$ cat src/rtl/clock_divider_ctrl_pkg.sv
// Shared types and constants for the programmable clock divider controller.
package clock_divider_ctrl_pkg;

  typedef enum logic {
    PARKED = 1'b0,
    RUN    = 1'b1
  } state_t;

  localparam int MIN_DIV = 2;

endpackage

$ cat src/rtl/clock_divider_ctrl.sv
// Programmable divider producing a registered clock-level (clk_d) for a downstream clock flop.
// Divisor changes are queued and applied only at period boundaries or while parked.
module clock_divider_ctrl
  import clock_divider_ctrl_pkg::*;
#(
  parameter int WIDTH     = 8,
  parameter int RESET_DIV = 2
) (
  input  logic             clock,
  input  logic             reset,
  input  logic             enable,
  input  logic             req_valid,
  output logic             req_ready,
  input  logic [WIDTH-1:0] req_divisor,
  output logic             clk_d,
  output logic             period_start,
  output logic [WIDTH-1:0] cur_divisor,
  output logic             running
);

  localparam logic [WIDTH-1:0] RESET_VAL = WIDTH'(RESET_DIV);
  localparam logic [WIDTH-1:0] MIN_VAL   = WIDTH'(MIN_DIV);

  // Handshake: a request transfers on any cycle with req_valid && req_ready.
  // req_ready is low while a divisor is held pending, and rises the cycle after it loads.
  state_t           state;
  logic [WIDTH-1:0] cnt;
  logic [WIDTH-1:0] pend_div;
  logic             pend;

  logic [WIDTH-1:0] hi;
  logic [WIDTH-1:0] cnt_inc;
  logic [WIDTH-1:0] req_coerced;
  logic             last;
  logic             accept;

  assign req_ready   = !pend;
  assign accept      = req_valid && req_ready;
  assign hi          = {1'b0, cur_divisor[WIDTH-1:1]};
  assign cnt_inc     = cnt + 1'b1;
  assign last        = (cnt == cur_divisor - 1'b1);
  assign req_coerced = (req_divisor < MIN_VAL) ? MIN_VAL : req_divisor;

  always_ff @(posedge clock) begin
    if (reset) begin
      state        <= PARKED;
      running      <= 1'b0;
      cnt          <= '0;
      clk_d        <= 1'b0;
      period_start <= 1'b0;
      cur_divisor  <= RESET_VAL;
      pend         <= 1'b0;
      pend_div     <= RESET_VAL;
    end else begin
      period_start <= 1'b0;

      // Accept and load are exclusive: accept needs !pend, load needs pend.
      if (accept) begin
        pend     <= 1'b1;
        pend_div <= req_coerced;
      end

      case (state)
        RUN: begin
          if (!last) begin
            cnt   <= cnt_inc;
            clk_d <= (cnt_inc < hi);
          end else if (enable) begin
            cnt          <= '0;
            clk_d        <= 1'b1;
            period_start <= 1'b1;
            if (pend) begin
              cur_divisor <= pend_div;
              pend        <= 1'b0;
            end
          end else begin
            state   <= PARKED;
            running <= 1'b0;
            cnt     <= '0;
            clk_d   <= 1'b0;
          end
        end
        default: begin
          if (pend) begin
            cur_divisor <= pend_div;
            pend        <= 1'b0;
          end
          if (enable) begin
            state        <= RUN;
            running      <= 1'b1;
            cnt          <= '0;
            clk_d        <= 1'b1;
            period_start <= 1'b1;
          end
        end
      endcase
    end
  end

endmodule

$ cat config.mk
export PLATFORM = sky130hd
export DESIGN_NAME = clock_divider_ctrl
export DESIGN_NICKNAME = d
export VERILOG_FILES = /design/src/rtl/clock_divider_ctrl_pkg.sv /design/src/rtl/clock_divider_ctrl.sv
export SDC_FILE = /design/constraint.sdc
export NUM_CORES = 1
export LEC_CHECK = 0
export ABC_AREA = 1
export ABC_CLOCK_PERIOD_IN_PS = 1850
export BUFFER_PORTS_ARGS = -buffer_cell sky130_fd_sc_hd__buf_2
export CORE_MARGIN = 4
export CORE_UTILIZATION = 53
export CTS_BUF_LIST = sky130_fd_sc_hd__clkbuf_8
export DETAILED_ROUTE_END_ITERATION = 12
export HOLD_SLACK_MARGIN = 0.02
export PLACE_DENSITY = 0.79
export SYNTH_ARGS = -nofsm -noshare
export SYNTH_HDL_FRONTEND = slang
export SYNTH_SLANG_ARGS = --single-unit
$ cat constraint.sdc
create_clock -name clock -period 1.85 [get_ports clock]
set_input_delay 0.0925 -clock clock [delete_from_list [all_inputs] [get_ports clock]]
set_output_delay 0.0925 -clock clock [all_outputs]
set_load 0.03 [all_outputs]
# Yosys cells after proc, flatten, opt, wreduce, memory -nomap -nowiden
# Cells that the tools add are included.
[word_totals]
ff_bits = 29
inputBits = 12
output_inout_bits = 12
[op_classes]
n_addsub = 2
n_lt_le_gt_ge = 2
n_eq_ne = 4
muxes = 24
reduce_logical = 5
[ops]
columns = ["operator", "n"]
rows = [
  ["$mux 8", 8],
  ["$mux 1", 16],
  ["$add 8x1->8 const B", 1],
  ["$eq 8x8->1", 1],
  ["$lt 8x2->1 const B", 1],
  ["$lt 8x7->1", 1],
  ["$sub 8x1->8 const B", 1],
  ["$ne 2x2->1 const B", 2],
  ["$reduce_and 3->1", 1],
  ["$ne 2x1->1 const B", 1],
  ["$reduce_and 2->1", 1],
  ["$reduce_bool 2->1", 1],
  ["$logic_and 1x1->1", 1],
  ["$logic_not 1->1", 1],
]

# Longest topological paths before layout
# Gate-level depths: netlist of the first run.
[depth]
ltp_word = 7
depth_mapped = 17

# Worst setup path after synthesis of the first run
# Ideal clock, no wire load.
[synth_timing]
path_type = "register to register"
start = "register cur_divisor[0]"
end = "register cur_divisor[0]"
setup_time_ns = 0.110
t_arrival_ns = 1.854
t_required_ns = 1.740
slack_ns = -0.114
path_stages_with_launch = 15
path_buffers = 1
synth_period_minus_slack_ns = 1.964
cell_sequence = "dfxtp_1 > inv_2 > ha_1 > xnor2_1 > nor2_1 > nand2_1 > nor2_1 > nand2_1 > nor2_2 > nand2_2 > nand2_4 > buf_6 > nand4_1 > nand2_1 > nor2_1"
[synth_via]
elab_chain_len = 4
[synth_rtl]
columns = ["item", "line", "text"]
rows = [
  ["start: declaration", "clock_divider_ctrl.sv:17", "output logic [WIDTH-1:0] cur_divisor,"],
  ["start signal: assignment", "clock_divider_ctrl.sv:73", "cur_divisor <= pend_div;"],
  ["start signal: assignment", "clock_divider_ctrl.sv:85", "cur_divisor <= pend_div;"],
  ["$sub 8x1->8 / $mux 8 (equally long branches)", "n/a", ""],
  ["$eq 8x8->1 / $mux 8 (equally long branches)", "n/a", ""],
  ["$ne 2x1->1 (no line) / $mux 8 (equally long branches)", "n/a", ""],
  ["$reduce_and 2->1 (no line) / $mux 8 (equally long branches)", "n/a", ""],
]
# Parallel ways exist; a longest one is shown, timed or not. The select of a mux whose other input is x is not followed.
# A chain may end at the register's enable or synchronous reset.

# Final worst setup path of the first run
[layout_timing]
start = "register cur_divisor[0]"
end = "register cur_divisor[5]"
[layout_via]
elab_chain_len = 4
[layout_rtl]
columns = ["item", "line", "text"]
rows = [
  ["$sub 8x1->8", "clock_divider_ctrl.sv:41", "assign last = (cnt == cur_divisor - 1'b1);"],
  ["$eq 8x8->1", "clock_divider_ctrl.sv:41", ""],
  ["$ne 2x1->1 (no line)", "n/a", ""],
  ["$reduce_and 2->1 (no line)", "n/a", ""],
]
# Every way passes these cells.

==> results of run 1 <==
path summary, 6_finish.rpt:
kind              depth (start not counted)  slack [ns]                         from                     endpoint
setup / recovery                         13        0.02  cur_divisor[0]$_SDFFE_PP0P_  cur_divisor[5]$_SDFFE_PP0P_
hold / removal                            3        0.07               req_divisor[2]     pend_div[2]$_SDFFE_PP0P_
setup reg to reg                         13        0.02  cur_divisor[0]$_SDFFE_PP0P_  cur_divisor[5]$_SDFFE_PP0P_
hold reg to reg                           2        0.46     pend_div[4]$_SDFFE_PP0P_     pend_div[4]$_SDFFE_PP0P_
routing by layer:
metal  GRT usage [%]  part of all wire [%]  vias to the layer above
met3            5.72                   5.0                       16
li1                -                     -                      895
met5               0                     0                        -
met4            10.3                   3.5                        0
met1            25.8                    42                      797
met2            38.1                    49                       52
critical path, delay by kind of cell (launching register included):
family	cells	cell delay (ns)
and+or+nand+nor	9	0.91
DFF	1	0.33
buffers and inverters	2	0.19
xor gates and xnor gates	1	0.16
adders and majority gates	1	0.14
cells by family (layout without fill, tap and decap cells):
family	count (synthesis)	in the layout
AND/OR/NAND/NOR	122	124
AO/OA/AOI/OAI	33	33
buffers and inverters	51	96
flip-flops	29	29
XOR/XNOR	10	10
adder cells (fa/ha/maj)	8	8
sequential cells by signal, indices dropped and copies added, names as in the netlist:
signal and cells:
period_start 1, running 1, pend 1, state 1, clk_d 1, cur_divisor 8
cnt 8, pend_div 8
cell usage in the layout, fill, tap and decap left out:
| cell | count |
|---|---|
| bufinv_16 | 1 |
| ha_1 | 6 |
| xnor2_2 | 1 |
| dfxtp_1 | 24 |
| nand4_1 | 11 |
| ha_4 | 2 |
| nor3_2 | 3 |
| nand3_1 | 6 |
| nand3_2 | 3 |
| clkbuf_8 | 6 |
| nand2_4 | 2 |
| inv_4 | 1 |
| nand3b_1 | 1 |
| nand3_4 | 1 |
| buf_2 | 23 |
| inv_1 | 39 |
| buf_6 | 2 |
| a211oi_1 | 1 |
| dfxtp_4 | 2 |
| nor2_1 | 22 |
| o21ai_1 | 1 |
| nor2_4 | 2 |
| nor3_1 | 2 |
| dfxtp_2 | 3 |
| xnor2_1 | 3 |
| buf_4 | 18 |
| inv_2 | 6 |
| o21ai_0 | 9 |
| a21oi_1 | 21 |
| xor2_1 | 6 |
| nor2_2 | 3 |
| nand2_2 | 7 |
| nand2_1 | 61 |
| o221ai_1 | 1 |
power breakdown:
group,leakage [nW],switching [mW],internal (mW)
Clock,0.0626,0.243,0.433
Sequential,0.240,0.0372,0.672
Combinational,0.796,0.316,0.190
metrics by stage:
step                TNS (ns)  total power, mW  worst slack (ns)  std cells  hold slack, ns
detailed placement   -0.0911             1.16           -0.0911        324           0.363
global route           -1.03             2.00            -0.118        344          0.0937
floorplan                  0             1.04            0.0101        253           0.237
CTS                  -0.0156             1.85           -0.0156        339          0.0654
finish                     0             1.89            0.0196        344          0.0675
global placement     -0.0423             1.15           -0.0423        324           0.348
cell type report:
class	instances	area share, %
multi-input cells	175	45.4
flip-flops and latches	29	26.8
well taps	44	2.49
clock inverters	2	1.53
inverters	45	7.75
clock buffers	6	3.73
repair buffers	43	12.3
what timing repair did:
action / 4_1_cts / 5_1_grt
hold endpoints to repair: 0 / 0
setup buffers: 7 / 4
pin swaps: 6 / 15
endpoints found under the setup margin: 4 / 20
cloned: 0 / 2
resized for setup: 10 / 17
==> metrics, run 1 <==
result of the run completed; detailed-route DRC error count 0; standard cell with the maximum stage delay on the critical path dfxtp_2; power density relative to cell area 855 nW/um^2; slew at the pin with the worst max-slew slack 0.664 ns; post-synth cell types 25; clock tree root driver cell clkbuf_8; count of buffers from port buffering 23; maximum number of pins on one net before global-route repair 18; total global routing overflow 0; Total GRT Usage 22.2%; classification of the worst-slack hold path input pin to flop; total number of vias 1,760; starting density of the core 55.3%; total detailed-routing wirelength 4.29 mm; Crit. End Element flop; critical-path maximum fanout 5; final worst-path cycle share 98.9%; simple-gate share of the synthesized area 32.4%; row count 20; Adder-Cell Fraction of Synth Area 5.93%; post-DR wirelength/cell 12.5 um; Layout Area Growth over Synthesis 31.0%; gpl congestion 0.896; async set-reset flop share out of synthesis 0%; number of max-cap violations 0; clock slew at the register clock pins of the worst setup and hold paths 0.06 ns; I/O pin count 24; vias in the first global route 1,593; wire length of the first global-routing pass 7.06 mm; Post-Syn Instances 253; area of the die 4150 sq um; count of nets left with antenna violations after detail routing 0; share of the synthesized area in compound gates (AO/OA/AOI/OAI) 10.1%; RSZ-0062 raised after global routing yes; worst vdd ir 0.000603 V; number of hold buffers added after cts 0; remaining max-slew budget at the tightest pin 55.5%; share of the synthesized area in the top cell type 34.4%; CP startpoint kind flop; Max Buffers Root-to-Sink 2; via density per instance 5.12; Total Nets Final 319; mean instance size in the synthesized netlist 6.68 sq um; H-Tree Depth 2; chip width 64.5 um; share of the synthesized netlist area taken by xor and xnor gates 5.19%; worst endpoint required time 2.03 ns; first-pass iteration count of the detailed router 4; count of final hold-check violations 0; fraction of the yosys area taken by sequential cells 34.4%; clock skew 0.00759 ns; Layout Utilization 72.5%; Post-Syn Area 1690 sq um; antenna violations before repair 0; yosys synthesis warning count 0; top post-synthesis cells by count nand2_1 (65), inv_1 (41), dfxtp_1 (29), nor2_1 (22), a21oi_1 (21); count of pins over their slew limit 0; top_reg_cell synth dfxtp_1; critical path's largest stage delay 0.33 ns; Placement Cell Area 1900 sq um; FILL cells 264; number of enable-type register cells in the synthesized netlist 0; clk sink count 29; main combinational cell family by area after synthesis simple AND/OR/NAND/NOR gates; net count after synthesis 273; Seq cells post-synth 29; number of failing setup endpoints in the final timing report 0; most common cell in the synthesized netlist nand2_1; cells along the critical path inv_2 -> ha_4 -> nand2_2 -> nor2_1 -> xor2_1 -> nand2_1 -> nor2_1 -> nand2_2 -> nand2_4 -> buf_4 -> nand4_1 -> nand2_1 -> nor2_1; most used cell along the critical path nor2_1; core footprint 3050 sq um; maximum operating frequency 546 MHz; area used by sequential logic in the layout 592 sq um; area of all placed cells without fillers 2210 sq um; path type of the worst setup path flop to flop; data arrival time at the worst-slack endpoint 2.01 ns; share of cells above drive strength 1 28.7%; clock tree from TritonCTS built; static leakage power 1.10 nW; multiplexer area fraction after synthesis 0%; post-synthesis cell type with the largest combined area dfxtp_1; HPWL Detailed 3.01 mm; shortest clock period the worst path allows after layout 1.83 ns; vertical die dimension 64.5 um; TritonCTS Buffers 5; number of diodes 0; biggest area contributors in the synthesized netlist dfxtp_1 (34%), nand2_1 (14%), inv_1 (9.1%); area occupied by multi-input gates 1000 sq um; Clk Latency, worst-skew pair 0.29 ns; 1st-iter DRT viols 141
No activity file was read; power rests on OpenSTA's default activity.
==> run 2: changes to the inputs <==
--- a/config.mk
+++ b/config.mk
@@ -8,12 +8,15 @@
 export ABC_AREA = 1
 export ABC_CLOCK_PERIOD_IN_PS = 1850
 export BUFFER_PORTS_ARGS = -buffer_cell sky130_fd_sc_hd__buf_2
+export CELL_PAD_IN_SITES_DETAIL_PLACEMENT = 1
+export CELL_PAD_IN_SITES_GLOBAL_PLACEMENT = 2
 export CORE_MARGIN = 4
-export CORE_UTILIZATION = 53
+export CORE_UTILIZATION = 29
 export CTS_BUF_LIST = sky130_fd_sc_hd__clkbuf_8
 export DETAILED_ROUTE_END_ITERATION = 12
 export HOLD_SLACK_MARGIN = 0.02
-export PLACE_DENSITY = 0.79
+export PLACE_DENSITY = 0.78
+export SKIP_CTS_REPAIR_TIMING = 1
 export SYNTH_ARGS = -nofsm -noshare
 export SYNTH_HDL_FRONTEND = slang
 export SYNTH_SLANG_ARGS = --single-unit
==> metrics, run 2 (synthesis gave the netlist of run 1 again) <==
area of the die 7110 sq um (+71%); count of nets left with antenna violations after detail routing 0 (unchanged); clock skew 0.00389 ns (-0.00370 ns); detailed-route DRC error count 0 (unchanged); static leakage power 1.10 nW (+0.43%); HPWL Detailed 3.79 mm (+26%); wire length of the first global-routing pass 8.15 mm (+15%); CP startpoint kind flop; chip width 84.3 um (+31%); maximum number of pins on one net before global-route repair 18 (unchanged); H-Tree Depth 2 (unchanged); FILL cells 738 (+180%); final worst-path cycle share 102% (+2.7 points); clk sink count 29 (unchanged); vias in the first global route 1,694 (+6.3%); critical path's largest stage delay 0.38 ns (+0.05 ns); 1st-iter DRT viols 73 (-48%); number of standard cells in the layout, taps in and fillers out 370 (+7.6%); clock slew at the register clock pins of the worst setup and hold paths 0.06 ns (about the same); starting density of the core 30.3% (-25 points); most used cell along the critical path nor2_1; clock tree from TritonCTS built; Total Nets Final 319 (unchanged); clock tree root driver cell clkbuf_8; routing usage on met3 3.04% (-2.7 points); Global Route met2 Usage 25.5% (-13 points); data arrival time at the worst-slack endpoint 2.11 ns (+0.10 ns); placed instance count 358 (+10%); Total GRT Usage 14.3% (-7.9 points); first-pass iteration count of the detailed router 4 (unchanged); violated checks setup timing; maximum operating frequency 532 MHz (-2.7%); Layout Utilization 40.1% (-32 points); Crit. End Element flop; TritonCTS Buffers 5 (unchanged); post-DR wirelength/cell 13.8 um (+10%); count of final hold-check violations 0 (unchanged); antenna violations before repair 0 (unchanged); count of buffers from port buffering 23 (unchanged); gpl congestion 0.771 (-14%); Max Buffers Root-to-Sink 2 (unchanged); total global routing overflow 0 (unchanged); total detailed-routing wirelength 5.09 mm (+19%); final hold slack 0.0771 ns (+0.00962 ns); min setup slack post-route -0.0309 ns (-0.0506 ns); number of diodes 0 (unchanged); registers with the most flip-flops cnt: 8 flops, cur_divisor: 8 flops, pend_div: 8 flops; most common cell after layout, fill and taps aside nand2_1; met1 usage 17.4% (-8.4 points); worst endpoint required time 2.08 ns (+0.05 ns); classification of the worst-slack hold path input pin to flop; row count 27 (+35%); vertical die dimension 84.3 um (+31%); critical-path maximum fanout 3 (-2); worst setup timing slack at the placement stage -0.176 ns (-0.0853 ns); number of max-cap violations 0 (unchanged); via density per instance 4.71 (-8.0%); Layout Area Growth over Synthesis 32.3%; slew at the pin with the worst max-slew slack 0.514 ns (-0.151 ns); Clk Latency, worst-skew pair 0.28 ns (about the same); total number of vias 1,741 (-1.1%); share of cells above drive strength 1 30.5% (+1.9 points); most used cells in the layout excluding fill and tap cells nand2_1 (59), inv_1 (37), dfxtp_1 (24); result of the run finished, violations left; worst vdd ir 0.000346 V (-43%); power density relative to cell area 768 nW/um^2 (-10%); path type of the worst setup path flop to flop; number of failing setup endpoints in the final timing report 1 (+1); standard cell with the maximum stage delay on the critical path dfxtp_1; count of pins over their slew limit 0 (unchanged); RSZ-0062 raised after global routing yes; I/O pin count 24 (unchanged); cells along the critical path nand2_2 -> nor2_2 -> nor2_1 -> nor2_1 -> ha_1 -> a21oi_1 -> nor2_1 -> nor3_1 -> nand3_1 -> nand2_1 -> nand2_1 -> inv_1; shortest clock period the worst path allows after layout 1.88 ns (+0.0506 ns); remaining max-slew budget at the tightest pin 65.7% (+10 points); busiest grt layer met2; core footprint 5570 sq um (+83%)
## run 2: worst max-delay path, delay by kind of cell, from the launching register on
kind / cells / cell delay [ns]
simple gates: 9 / 0.98
flops: 1 / 0.38
fa+ha+maj: 1 / 0.27
compound gates: 1 / 0.16
buf+inv: 1 / 0.04
## run 2: per-stage QoR
step	area [sq um]	TNS (ns)	total power, mW
finish	2230	-0.0309	1.72
global route	2230	-2.36	1.83
CTS	2060	-1.08	1.69
detailed placement	1980	-0.825	1.19
global placement	1980	-0.643	1.19
floorplan	1690	0	1.04
## run 2: layout make-up
class	count	area (sq um)	area share (%)
clock buffers	5	68.8	3.08
clock inverters	1	5.00	0.224
inverters	45	169	7.56
multi-input cells	175	1040	46.6
flip-flops and latches	29	594	26.6
well taps	72	90.1	4.03
repair buffers	43	265	11.9
## run 2: worst paths after layout
path	startpoint	end	slack, ns	depth (start not counted)
worst min register to register	pend_div[4]$_SDFFE_PP0P_	pend_div[4]$_SDFFE_PP0P_	0.47	2
worst max-delay path	cnt[4]$_SDFFE_PP0P_	clk_d$_SDFFE_PP0P_	-0.03	12
worst max register to register	cnt[4]$_SDFFE_PP0P_	clk_d$_SDFFE_PP0P_	-0.03	12
worst min-delay path	req_divisor[2]	pend_div[2]$_SDFFE_PP0P_	0.08	3
## run 2: routing by layer
metal	wire (um)	share of wire, %
met4	59	1.2
met3	168	3.3
met1	2390	47
met2	2470	49
met5	0	0
## run 2: power breakdown
group	switching, mW	internal [mW]
registers	0.0468	0.671
clock network	0.237	0.247
logic	0.328	0.187
